### src/rtl/keypad_entry_ctrl.sv
`default_nettype none
// +--------------------------------------------------------------------------+
// | Module   : keypad_entry_ctrl                                             |
// | Purpose  : Assembles two BCD operands from the decoded keypad event      |
// |            stream (digits, ENTER, backspace, clear), with overflow       |
// |            rejection and inactivity timeout, and presents the completed  |
// |            pair downstream over a valid/ready handshake.                 |
// | Ports    : clk, rst_n        clock, async active-low reset               |
// |            i_key_value[3:0]  key code (0-9 digit, A enter, B bksp, C clr)|
// |            i_key_valid       one-cycle strobe qualifying i_key_value     |
// |            o_op_a, o_op_b    latched operands, LSD in [3:0]              |
// |            o_op_valid        operand pair available                      |
// |            i_op_ready        downstream accepts the pair                 |
// |            o_entry_bcd       digits being typed (display)                |
// |            o_entry_count     number of digits in o_entry_bcd             |
// |            o_phase           00 ENTRY_A, 01 ENTRY_B, 10 PRESENT          |
// |            o_err             one-cycle pulse on a rejected key           |
// | Revision : 1.0  initial release                                          |
// +--------------------------------------------------------------------------+
module keypad_entry_ctrl #(
   parameter int DIGITS  = 3,
   parameter int TIMEOUT = 50_000_000
) (
   input  logic                          clk,
   input  logic                          rst_n,
   input  logic [3:0]                    i_key_value,
   input  logic                          i_key_valid,
   output logic [4*DIGITS-1:0]           o_op_a,
   output logic [4*DIGITS-1:0]           o_op_b,
   output logic                          o_op_valid,
   input  logic                          i_op_ready,
   output logic [4*DIGITS-1:0]           o_entry_bcd,
   output logic [$clog2(DIGITS+1)-1:0]   o_entry_count,
   output logic [1:0]                    o_phase,
   output logic                          o_err
);

   localparam int CW = $clog2(DIGITS + 1);
   // A zero TIMEOUT still gets a 1-bit counter so the declarations stay legal.
   localparam int TW = (TIMEOUT > 0) ? $clog2(TIMEOUT + 1) : 1;

   localparam logic [CW-1:0] c_FULL = CW'(DIGITS);
   localparam logic [TW-1:0] c_TMAX = TW'(TIMEOUT - 1);

   typedef enum logic [1:0] {
      ST_ENTRY_A = 2'b00,
      ST_ENTRY_B = 2'b01,
      ST_PRESENT = 2'b10
   } t_state;

   t_state                r_state;
   logic [4*DIGITS-1:0]   r_entry;
   logic [CW-1:0]         r_count;
   logic [4*DIGITS-1:0]   r_op_a;
   logic [4*DIGITS-1:0]   r_op_b;
   logic                  r_op_valid;
   logic                  r_err;
   logic [TW-1:0]         r_idle;

   logic [4*DIGITS-1:0]   w_shift_in;
   logic [4*DIGITS-1:0]   w_shift_out;
   logic                  w_tmo_en;
   logic                  w_timeout;
   logic                  w_is_digit;
   logic                  w_is_enter;
   logic                  w_is_back;
   logic                  w_is_clear;

   // Digit shift-in (new digit becomes the LSD) and backspace shift-out.
   // A single-digit buffer has no upper digits to keep.
   generate
      if (DIGITS > 1) begin : g_multi_digit
         assign w_shift_in  = {r_entry[4*DIGITS-5:0], i_key_value};
         assign w_shift_out = {4'h0, r_entry[4*DIGITS-1:4]};
      end else begin : g_single_digit
         assign w_shift_in  = i_key_value;
         assign w_shift_out = 4'h0;
      end
   endgenerate

   generate
      if (TIMEOUT > 0) begin : g_timeout_on
         assign w_tmo_en = 1'b1;
      end else begin : g_timeout_off
         assign w_tmo_en = 1'b0;
      end
   endgenerate

   assign w_is_digit = (i_key_value <= 4'd9);
   assign w_is_enter = (i_key_value == 4'hA);
   assign w_is_back  = (i_key_value == 4'hB);
   assign w_is_clear = (i_key_value == 4'hC);

   // A key in the timeout cycle wins; an empty ENTRY_A has nothing to discard.
   assign w_timeout = w_tmo_en && !i_key_valid && (r_state != ST_PRESENT) &&
                      (r_idle == c_TMAX) &&
                      ((r_count != '0) || (r_state == ST_ENTRY_B));

   always_ff @(posedge clk or negedge rst_n) begin
      if (!rst_n) begin
         r_state    <= ST_ENTRY_A;
         r_entry    <= '0;
         r_count    <= '0;
         r_op_a     <= '0;
         r_op_b     <= '0;
         r_op_valid <= 1'b0;
         r_err      <= 1'b0;
         r_idle     <= '0;
      end else begin
         r_err <= 1'b0;

         // Idle counter saturates at its terminal value in an empty ENTRY_A
         // so it never wraps while nothing is pending.
         if (i_key_valid || (r_state == ST_PRESENT) || w_timeout) begin
            r_idle <= '0;
         end else if (r_idle != c_TMAX) begin
            r_idle <= r_idle + 1'b1;
         end

         if (w_timeout) begin
            r_state <= ST_ENTRY_A;
            r_entry <= '0;
            r_count <= '0;
            r_op_a  <= '0;
         end else if (r_state == ST_PRESENT) begin
            // Handshake takes priority over a simultaneous clear.
            if (r_op_valid && i_op_ready) begin
               r_state    <= ST_ENTRY_A;
               r_op_valid <= 1'b0;
            end else if (i_key_valid && w_is_clear) begin
               r_state    <= ST_ENTRY_A;
               r_op_valid <= 1'b0;
               r_op_a     <= '0;
               r_op_b     <= '0;
            end
            if (i_key_valid && (w_is_digit || w_is_enter || w_is_back)) begin
               r_err <= 1'b1;
            end
         end else if (i_key_valid) begin
            if (w_is_digit) begin
               if (r_count == c_FULL) begin
                  r_err <= 1'b1;
               end else begin
                  r_entry <= w_shift_in;
                  r_count <= r_count + 1'b1;
               end
            end else if (w_is_back) begin
               if (r_count == '0) begin
                  r_err <= 1'b1;
               end else begin
                  r_entry <= w_shift_out;
                  r_count <= r_count - 1'b1;
               end
            end else if (w_is_clear) begin
               if (r_count != '0) begin
                  r_entry <= '0;
                  r_count <= '0;
               end else if (r_state == ST_ENTRY_B) begin
                  // Clear on an empty B buffer backs out operand A too.
                  r_state <= ST_ENTRY_A;
                  r_op_a  <= '0;
               end
            end else if (w_is_enter) begin
               if (r_count == '0) begin
                  r_err <= 1'b1;
               end else if (r_state == ST_ENTRY_A) begin
                  r_op_a  <= r_entry;
                  r_entry <= '0;
                  r_count <= '0;
                  r_state <= ST_ENTRY_B;
               end else begin
                  r_op_b     <= r_entry;
                  r_entry    <= '0;
                  r_count    <= '0;
                  r_state    <= ST_PRESENT;
                  r_op_valid <= 1'b1;
               end
            end
            // D/E/F fall through untouched.
         end
      end
   end

   assign o_op_a        = r_op_a;
   assign o_op_b        = r_op_b;
   assign o_op_valid    = r_op_valid;
   assign o_entry_bcd   = r_entry;
   assign o_entry_count = r_count;
   assign o_phase       = r_state;
   assign o_err         = r_err;

endmodule
`default_nettype wire

### config.mk
export PLATFORM = sky130hd
export DESIGN_NAME = keypad_entry_ctrl
export DESIGN_NICKNAME = d
export VERILOG_FILES = /design/src/rtl/keypad_entry_ctrl.sv
export SDC_FILE = /design/constraint.sdc
export NUM_CORES = 1
export LEC_CHECK = 0
export CORE_AREA = 2 2 60 119
export DETAILED_ROUTE_END_ITERATION = 6
export DIE_AREA = 0 0 62 121
export PLACE_DENSITY = 0.75
export SETUP_SLACK_MARGIN = 0.2
export SLEW_MARGIN = 20
export SYNTH_ARGS = -nofsm -noshare
export SYNTH_HDL_FRONTEND = slang
export SYNTH_SLANG_ARGS = --single-unit
### constraint.sdc
create_clock -name clk -period 2.5 [get_ports clk]
set_input_delay 0.375 -clock clk [delete_from_list [all_inputs] [get_ports clk]]
set_output_delay 0.375 -clock clk [all_outputs]
set_load 0.005 [all_outputs]
==> impl_metrics.tcl, run 1 <==
set metrics [dict create \
    status "finished, final reports clean" \
    firstDrtPassIters 4 \
    power_uw 4116 \
    synth-seq-area-share 0.4838 \
    fin_skew_ns 0.006338 \
    vias_per_cell 5.825 \
    grt_max_degree 28 \
    hpwlAfterDp_um 6302 \
    fin_crit_ns 2.200 \
    whs_ns 0.007688 \
    numPortBuffers 49 \
    grt_overflow 0 \
    tightest_slew_ns 0.6639 \
    vias 2889 \
    cts_max_path_buffers 2 \
    cts-buffers-inserted 9 \
    cp_data_required_time_ns 2.71 \
    avgSynthCellArea_um2 10.41 \
    relSlewSlack 0.5574 \
    place_congestion 0.8481 \
    synth_ff_type "dfrtp_1" \
    final_cells 496 \
    antenna_found_initial 0 \
    fmax_mhz 454.5 \
    core_region_area_um2 6569 \
    synth_cells 338 \
    grt_pass1_vias 2894 \
    critPathLaunchType "flop" \
    synth-edff-count 0 \
    layout_commonest_cell "dfrtp_1" \
    drive_gt1_frac 0.1544 \
    final-setup-viol-count 0 \
    end_kind "flop" \
    cts-root-buf "clkbuf_16" \
    tritoncts "done" \
    drt-initial-drc-count 129 \
    ios 50 \
    power_density_nw_per_um2 913.3 \
    synth_cell_types 61 \
    totalWireLength_um 8438 \
    p_leak_uw 0.001977 \
    die_area_um2 7502 \
    ctsHoldBuffers 0 \
    rows 42 \
    synthArstFlopShare 1.000 \
    clk_latency_ns 0.33 \
    synth_warnings 0 \
    ant_nets 0 \
    drc 0 \
    crit_type "reg -> reg" \
    post-place-cells 480 \
    clkSinkCount 68 \
    area_growth_pct 28.14 \
    htreeDepth 3 \
    wl_per_cell_um 17.01 \
    clkTransAtPathRegs_ns 0.05 \
    finalCritPeriodShare 0.8800 \
    num-nets-final 417 \
    initial_core_util 0.5354 \
    synthesis.area_um2 3517 \
    yosys_register_bits 68 \
    die_h_um 121 \
    syn_nets 352 \
    rsz0062_at_grt "false" \
    hold_viol_final 0 \
    final_cell_mix "dfrtp_1, clkdlybuf4s50_1, nor2_1, a22o_1" \
    grt_first_pass_wirelength_um 13760 \
    cap_violations 0 \
    arrival_ns 2.41 \
    finalMaxSlewViolations 0 \
    insertedDiodeCount 0 \
    fin_tns_setup_ns 0 \
    hp-class "in -> async" \
    cp_max_fo 24 \
    irDropWorstVdd_mv 0.4102 \
    grt_usage 0.2501 \
    die_x_um 62 \
]
[final timing paths]
kind / start / end / slack [ns] / cells past startpoint
max reg2reg: o_entry_count[0] / o_op_b[2] / 0.30 / 7
min in group clk: o_op_a[11] / o_op_a[11] / 0.50 / 1
min: rst_n / o_op_b[5] / 0.008 / 1
max: o_entry_count[0] / o_op_b[2] / 0.30 / 7
min reg2reg: o_op_a[11] / o_op_a[11] / 0.50 / 1
max in group asynchronous: rst_n / r_idle[8] / 1.77 / 2
[layer usage]
layer / vias to the layer above / track usage / share of wire
met3: 28 / 0.05970 / 0.031
met1: 1406 / 0.2609 / 0.36
met4: 0 / 0.1356 / 0.040
met5: - / 0 / 0
li1: 1377 / - / -
met2: 78 / 0.4316 / 0.57
[cells in the mapped netlist (2+ instances only)]
library cell / number / area [um2]
dfrtp_1: 68 / 1702
nor2_1: 27 / 101.4
a22o_1: 20 / 175.2
nand2_1: 19 / 71.32
o21ai_0: 19 / 95.09
xor2_1: 13 / 113.9
a31o_2: 12 / 105.1
inv_1: 12 / 45.04
nor2b_1: 12 / 75.07
a21oi_1: 10 / 50.05
nand3_1: 10 / 50.05
nand4_1: 7 / 43.79
ha_1: 6 / 75.07
nor3_1: 6 / 30.03
o31ai_1: 6 / 45.04
and3_1: 5 / 31.28
clkbuf_1: 5 / 18.77
or4_1: 5 / 37.54
a21boi_0: 4 / 30.03
and2_1: 4 / 25.02
and4_1: 4 / 35.03
buf_2: 4 / 20.02
nand2b_1: 4 / 25.02
a211o_1: 3 / 26.28
and2b_1: 3 / 22.52
buf_4: 3 / 22.52
nor3b_1: 3 / 22.52
xnor2_1: 3 / 26.28
a21oi_2: 2 / 17.52
a32o_1: 2 / 20.02
and3_2: 2 / 15.01
buf_6: 2 / 22.52
nor4_4: 2 / 42.54
o21a_1: 2 / 15.01
o2bb2ai_1: 2 / 17.52
or3_1: 2 / 12.51
[metrics by stage]
stage / instance area, um2 / util / setup WS (ns)
5_1_grt: 4507 / 0.6861 / 0.2022
3_5_place_dp: 4197 / 0.6389 / 0.07935
6_report: 4507 / 0.6861 / 0.3000
4_1_cts: 4501 / 0.6851 / 0.2997
2_1_floorplan: 3517 / - / 0.3500
3_3_place_gp: 4197 / 0.6389 / 0.1393
[registers in the layout, summed over array words and instances (netlist names)]
| register | cells |
|---|---|
| o_op_b | 12 |
| o_op_valid | 1 |
| o_entry_count | 2 |
| r_idle | 26 |
| o_err | 1 |
| o_op_a | 12 |
| o_entry_bcd | 12 |
| o_phase | 2 |
[repair_timing]
action / CTS / global route
setup buffers: 0 / 0
setup endpoints to repair: 0 / 1
resized for setup: 0 / 1
[power breakdown]
part | internal (uW) | total, uW | switching, uW
clock network | 822 | 1270 | 444
logic | 748 | 1260 | 515
registers | 1340 | 1590 | 248
total | 2910 | 4120 | 1210
[worst max-delay path: stages, from the launching register on]
cell and delay (ns):
dfrtp_1 0.40, inv_1 0.09, ha_1 0.28, or4_1 0.54
a21oi_2 0.20, buf_12 0.17, and2b_1 0.19, a31o_2 0.21
[cell type report]
type | count | area (um2)
clock buffer | 12 | 256.5
tap | 88 | 110.1
fill | 515 | 2062
sequential | 68 | 1702
timing repair buffer | 68 | 653.1
inverter | 13 | 48.80
multi-input combinational | 243 | 1689
clock inverter | 4 | 47.55
[cell families (layout without fill, tap and decap cells)]
family	after synthesis	after routing	synth area share
buf+inv	27	97	0.03771
mux	2	2	0.006048
compound gates	93	93	0.1978
flops	68	68	0.4838
fa+ha+maj	6	6	0.02134
simple gates	126	126	0.2135
xor+xnor	16	16	0.03985
(Power assumes the default switching activity.)
==> run 2, diff against run 1 <==
--- a/config.mk
+++ b/config.mk
@@ -5,10 +5,11 @@
 export SDC_FILE = /design/constraint.sdc
 export NUM_CORES = 1
 export LEC_CHECK = 0
-export CORE_AREA = 2 2 60 119
+export ABC_AREA = 1
+export CORE_AREA = 2 2 69 137
 export DETAILED_ROUTE_END_ITERATION = 6
-export DIE_AREA = 0 0 62 121
-export PLACE_DENSITY = 0.75
+export DIE_AREA = 0 0 71 139
+export PLACE_DENSITY = 0.64
 export SETUP_SLACK_MARGIN = 0.2
 export SLEW_MARGIN = 20
 export SYNTH_ARGS = -nofsm -noshare
==> run 2 against run 1 <==
  * Core utilization down 14 points
  * Final cell count rose by 43%
  * Non-clock buffer count decreased by 5
  * Clock power hardly changed
  * Worst setup slack improved by 0.037 ns
  * Wire length rose by 41%
  * Maximum frequency increased by 1.7%
  * Worst hold slack gained 0.045 ns
  * Combinational power rose by 38%
  * Die area is 32% higher
  * Flip-flop and latch count unchanged
  * Synthesized area up 12%
  * Critical endpoint is now o_entry_bcd[4]
  * Largest cell class is now multi-input gates
  * Highest routed layer unchanged
==> impl_metrics.tcl, run 2 <==
set metrics [dict create \
    seqPwrFrac 0.359 \
    yosys-top-cells-area "dfrtp_1, nand2_1, nor2_1, nand3_1, inv_1" \
    gr-usage-met2 0.4653 \
    internal-power_uw 3093 \
    cp_max_fo 11 \
    cp_common_cell "nand2_1" \
    hp-class "in -> async" \
    vias_per_cell 5.487 \
    wl_per_cell_um 16.86 \
    ctsHoldBuffers 0 \
    final-setup-viol-count 0 \
    grtUsageMet3 0.03561 \
    rsz0062_at_grt "false" \
    clkSinkCount 68 \
    synth_common_cells "nand2_1, nor2_1, dfrtp_1" \
    whs_ns 0.05305 \
    avgSynthCellArea_um2 7.286 \
    firstDrtPassIters 6 \
    rows 49 \
    relSlewSlack 0.5969 \
    grt_usage 0.2461 \
    cts_max_path_buffers 2 \
    cp_data_required_time_ns 2.77 \
    arrival_ns 2.43 \
    n_fill_cell 854 \
    synth-seq-area-share 0.4309 \
    synth_top_cell_by_area "dfrtp_1" \
    finalMaxSlewViolations 0 \
    crit_type "reg -> reg" \
    cp.depth 11 \
    path_cells "nand2_1, nor2_1, nand2_1, nor2_2, nand3_4, nand2_1, nand2_1, nor2_4, buf_4, nand3_1, nand2_1" \
    totalWireLength_um 11920 \
    crit_buf_inv 1 \
    comb_power_share 0.367 \
    power_density_nw_per_um2 965.3 \
    grt_max_degree 31 \
    fin_tns_setup_ns 0 \
    fmax_mhz 462.3 \
    syn_nets 556 \
    status "finished, final reports clean" \
    postLayoutCellArea_um2 4898 \
    core_region_area_um2 8890 \
    num-nets-final 615 \
    numPortBuffers 49 \
    drt-initial-drc-count 283 \
    antenna_found_initial 0 \
    yosysMostFrequentCell "nand2_1" \
    hpwlAfterDp_um 9279 \
    synth_ff_type "dfrtp_1" \
    cp_top_family "simple AND/OR/NAND/NOR gates" \
    synth_cells 542 \
    synthArstFlopShare 1.000 \
    ios 50 \
    gr-max-usage-layer "met2" \
    ff2ff_path_depth 11 \
    fin_crit_ns 2.163 \
    die_area_um2 9869 \
    tightest_slew_ns 0.6046 \
    critPathSlowestCell "dfrtp_1" \
    swShare 0.3458 \
    clk_latency_ns 0.33 \
    regMostFlops "r_idle" \
    ant_nets 0 \
    initial_core_util 0.4442 \
    clkTransAtPathRegs_ns 0.06 \
    synth_warnings 0 \
    place_congestion 0.9691 \
    drc 0 \
    synth_cell_types 36 \
    yosys_register_bits 68 \
    cts-root-buf "clkbuf_16" \
    irDropWorstVdd_mv 0.6673 \
    die_x_um 71 \
    die_h_um 139 \
    yosys.area.top_type_share 0.4309 \
    slowest_delay_ns 0.45 \
    area_growth_pct 24.05 \
    synth-edff-count 0 \
    htreeDepth 3 \
    cts_setup_buffers 0 \
    finalCritPeriodShare 0.8652 \
    drive_gt1_frac 0.08926 \
    vias 3879 \
    cap_violations 0 \
    layout_commonest_cell "nand2_1" \
    p_leak_uw 0.002275 \
    clkPwrFrac 0.274 \
    hold_viol_final 0 \
    grt_pass1_vias 3873 \
    fin_skew_ns 0.005405 \
    grt_use_met1 0.2234 \
    end_kind "flop" \
    tritoncts "done" \
    place_area_um2 4574 \
    largest_reg_flops 26 \
    p_sw_uw 1635 \
    grt_overflow 0 \
    grt_first_pass_wirelength_um 18640 \
    insertedDiodeCount 0 \
    cts-buffers-inserted 9 \
    critPathLaunchType "flop" \
    final_cell_mix "nand2_1, nor2_1, dfrtp_1, nand3_1, clkdlybuf4s50_1" \
    synthesis.area_um2 3949 \
]
[run 2: changes by cell type after synthesis, sizes merged, moves of 20 or more]
cell   before  now
nor2       27   83
nand2      20  161
inv        12   50
nand3      11   62
a22o       20    0
[run 2: cells by family (layout without fill, tap and decap cells)]
family                     Yosys count  in the layout  share of synthesized area
and+or+nand+nor                    338            339                     0.3774
DFF                                 68             68                     0.4309
buffers and inverters               67            129                    0.07541
AOI/OAI and AO/OA                   50             50                    0.06844
xor gates and xnor gates            13             13                    0.02883
adders and majority gates            6              6                    0.01901
[run 2: path summary, 6_finish.rpt]
check,from,to,slack [ns]
worst max register to register,r_idle[19],o_entry_bcd[4],0.34
min in group clk,o_op_a[6],o_op_a[6],0.47
worst max-delay path,r_idle[19],o_entry_bcd[4],0.34
max in group asynchronous,rst_n,o_op_b[6],1.80
worst min-delay path,rst_n,r_idle[21],0.05
worst min register to register,o_op_a[6],o_op_a[6],0.47
[run 2: worst reg2reg max path, delay by kind of cell, from the launching register on]
family | cells | cell delay (ns)
buffers and inverters | 1 | 0.20
and+or+nand+nor | 10 | 1.43
DFF | 1 | 0.45
[run 2: layout make-up]
type                    count  area (um2)  area share
clock buffers              11       252.7     0.05160
multi-input cells         408        1972      0.4026
repair buffers             63       603.1      0.1231
clock inverters             4       48.80    0.009962
well taps                 102       127.6     0.02605
flip-flops and latches     68        1702      0.3474
inverters                  51       192.7     0.03934
[run 2: metal layers]
metal  part of all wire  vias to the layer above
li1                   -                     1873
met5                  0                        -
met2               0.56                      138
met3              0.034                       53
met1               0.33                     1815
met4              0.073                        0
[run 2: power groups by stage]
stage	Combinational, uW	Sequential (uW)	Clock (uW)
floorplan	792	1660	0
global placement	1690	1720	0
detailed placement	1720	1720	0
CTS	1740	1700	1310
global route	1920	1730	1350
finish	1740	1700	1300
[run 2: stage by stage]
step | total power, uW | util | setup WS (ns) | cells
3_5_place_dp | 3442 | 0.5146 | 0.1127 | 691
6_report | 4728 | 0.5510 | 0.3370 | 707
3_3_place_gp | 3409 | 0.5146 | 0.1710 | 691
4_1_cts | 4757 | 0.5499 | 0.2277 | 707
2_1_floorplan | 2450 | - | 0.5120 | 542
5_1_grt | 4999 | 0.5510 | 0.2023 | 707
[run 2: timing repair]
item / in CTS / in global routing
setup endpoints to repair: 21 / 28
gates cloned: 1 / 0
pin swaps: 1 / 2
hold endpoints to repair: 0 / 0
gates resized for setup: 1 / 3
==> run 3, diff against run 2 <==
--- a/config.mk
+++ b/config.mk
@@ -9,9 +9,10 @@
 export CORE_AREA = 2 2 69 137
 export DETAILED_ROUTE_END_ITERATION = 6
 export DIE_AREA = 0 0 71 139
+export HOLD_SLACK_MARGIN = 0.12
 export PLACE_DENSITY = 0.64
 export SETUP_SLACK_MARGIN = 0.2
-export SLEW_MARGIN = 20
+export SLEW_MARGIN = 40
 export SYNTH_ARGS = -nofsm -noshare
 export SYNTH_HDL_FRONTEND = slang
 export SYNTH_SLANG_ARGS = --single-unit
==> run 3 against run 2 <==
  * Combinational power is essentially flat
  * Final cell count grew 0.14%
  * Critical path depth grew 1
  * Core utilization grew 0.11 points
  * Largest power group unchanged
  * Worst hold slack gained 0.42 ns
  * Worst setup slack is essentially flat
  * Via count grew 1.1%
  * Critical path type unchanged
  * Design area grew 0.20%
  * Flip-flop and latch count is the same
  * Clock power is essentially flat
==> impl_metrics.tcl, run 3 (synthesis results as in run 2) <==
set metrics [dict create \
    drc 0 \
    relSlewSlack 0.5984 \
    core_region_area_um2 8890 \
    wl_per_cell_um 16.92 \
    cp_common_cell "nand2_1" \
    vias_per_cell 5.538 \
    grt_pass1_vias 3873 \
    power_uw 4728 \
    multiInputGateArea_um2 1972 \
    power_density_nw_per_um2 963.2 \
    path_cells "inv_2, nand2_1, nor2_1, nand2_1, nor2_2, nand3_4, nand2_1, nand2_1, nor2_4, buf_4, nand3_1, nand2_1" \
    fin_tns_setup_ns 0 \
    r2r_start "r_idle[18]" \
    cp_data_required_time_ns 2.77 \
    seqPwrFrac 0.359 \
    crit_type "reg -> reg" \
    whs_ns 0.4694 \
    end_kind "flop" \
    irDropWorstVdd_mv 0.6680 \
    place_congestion 0.9691 \
    rows 49 \
    num-nets-final 616 \
    hp-class "reg -> reg" \
    insertedDiodeCount 0 \
    layout_commonest_cell "nand2_1" \
    comb_power_share 0.367 \
    n_fill_cell 853 \
    vias 3921 \
    critPathLaunchType "flop" \
    clkTransAtPathRegs_ns 0.06 \
    crit_start "r_idle[18]" \
    numPortBuffers 49 \
    die_x_um 71 \
    final_cell_mix "nand2_1, nor2_1, dfrtp_1, nand3_1, clkdlybuf4s50_1" \
    initial_core_util 0.4442 \
    arrival_ns 2.43 \
    p_sw_uw 1634 \
    clkSinkCount 68 \
    final-setup-viol-count 0 \
    die_area_um2 9869 \
    cts-root-buf "clkbuf_16" \
    drt-initial-drc-count 259 \
    critPathSlowestCell "dfrtp_1" \
    fin_crit_ns 2.163 \
    status "finished, final reports clean" \
    cap_violations 0 \
    cts_setup_buffers 0 \
    drive_gt1_frac 0.08911 \
    ios 50 \
    final_core_util 0.5521 \
    hpwlAfterDp_um 9279 \
    clkPwrFrac 0.274 \
    postLayoutCellArea_um2 4908 \
    cp_top_family "simple AND/OR/NAND/NOR gates" \
    totalWireLength_um 11980 \
    area_growth_pct 24.30 \
    hp-start "o_op_a[6]" \
    swShare 0.3456 \
    p_leak_uw 0.002279 \
    fmax_mhz 462.3 \
    die_h_um 139 \
    regMostFlops "r_idle" \
    regArea_um2 1702 \
    ant_nets 0 \
    tritoncts "done" \
    finalMaxSlewViolations 0 \
    cp_max_fo 11 \
    grt_overflow 0 \
    slowest_delay_ns 0.41 \
    clk_latency_ns 0.33 \
    cts_max_path_buffers 2 \
    antenna_found_initial 0 \
    cts-buffers-inserted 9 \
    htreeDepth 3 \
    internal-power_uw 3094 \
    largest_reg_flops 26 \
    grt_usage 0.2461 \
    fin_skew_ns 0.005600 \
    tightest_slew_ns 0.6025 \
    finalCritPeriodShare 0.8652 \
    hold_viol_final 0 \
    grt_first_pass_wirelength_um 18640 \
    crit_buf_inv 2 \
    grt_max_degree 31 \
    rsz0062_at_grt "false" \
    firstDrtPassIters 4 \
    place_area_um2 4574 \
]
[run 3: changes by cell type in the layout (fill, tap and decap cells not counted)]
cell	delta
dlygate4sd3_1	+1
[run 3: metrics by stage]
step                worst slack, ns  cells
finish                       0.3371    708
global route                 0.2023    708
CTS                          0.2277    708
detailed placement           0.1127    691
global placement             0.1710    691
floorplan                    0.5120    542
[run 3: tightest hold or removal path, delay by kind of cell (launching register included)]
family | cells | cell delay (ns)
DFF | 1 | 0.34
and+or+nand+nor | 2 | 0.09
[run 3: cell type report]
type                            count  area share
Sequential cell                    68      0.3467
Inverter                           51     0.03926
Tap cell                          102     0.02600
Multi-Input combinational cell    408      0.4017
Clock inverter                      4    0.009941
Timing Repair Buffer               64      0.1249
Clock buffer                       11     0.05149
[run 3: power groups by stage]
stage | combinational [uW] | clock, uW | sequential (uW)
floorplan | 792 | 0 | 1660
global placement | 1690 | 0 | 1720
detailed placement | 1720 | 0 | 1720
CTS | 1740 | 1310 | 1700
global route | 1920 | 1350 | 1730
finish | 1740 | 1300 | 1700
[run 3: final timing paths]
path,endpoint,slack [ns],cells past startpoint
max in group asynchronous,o_op_a[7],1.27,3
worst min register to register,o_op_a[6],0.47,2
worst max register to register,o_entry_bcd[4],0.34,12
worst min-delay path,o_op_a[6],0.47,2
min in group asynchronous,r_idle[21],0.59,2
worst max-delay path,o_entry_bcd[4],0.34,12
[run 3: routing by layer]
layer,GRT usage,vias up,part of all wire,routed length (um)
li1,-,1875,-,-
met1,0.2234,1852,0.33,3990
met2,0.4653,143,0.57,6777
met3,0.03561,51,0.031,371
met4,0.1857,0,0.070,837
met5,0,-,0,0
[run 3: timing repair]
action	4_1_cts	5_1_grt
resized for setup	1	3
hold buffers	1	0
endpoints found under the hold margin	22	0
setup endpoints to repair	21	28
cloned	1	0
pin swaps	1	2
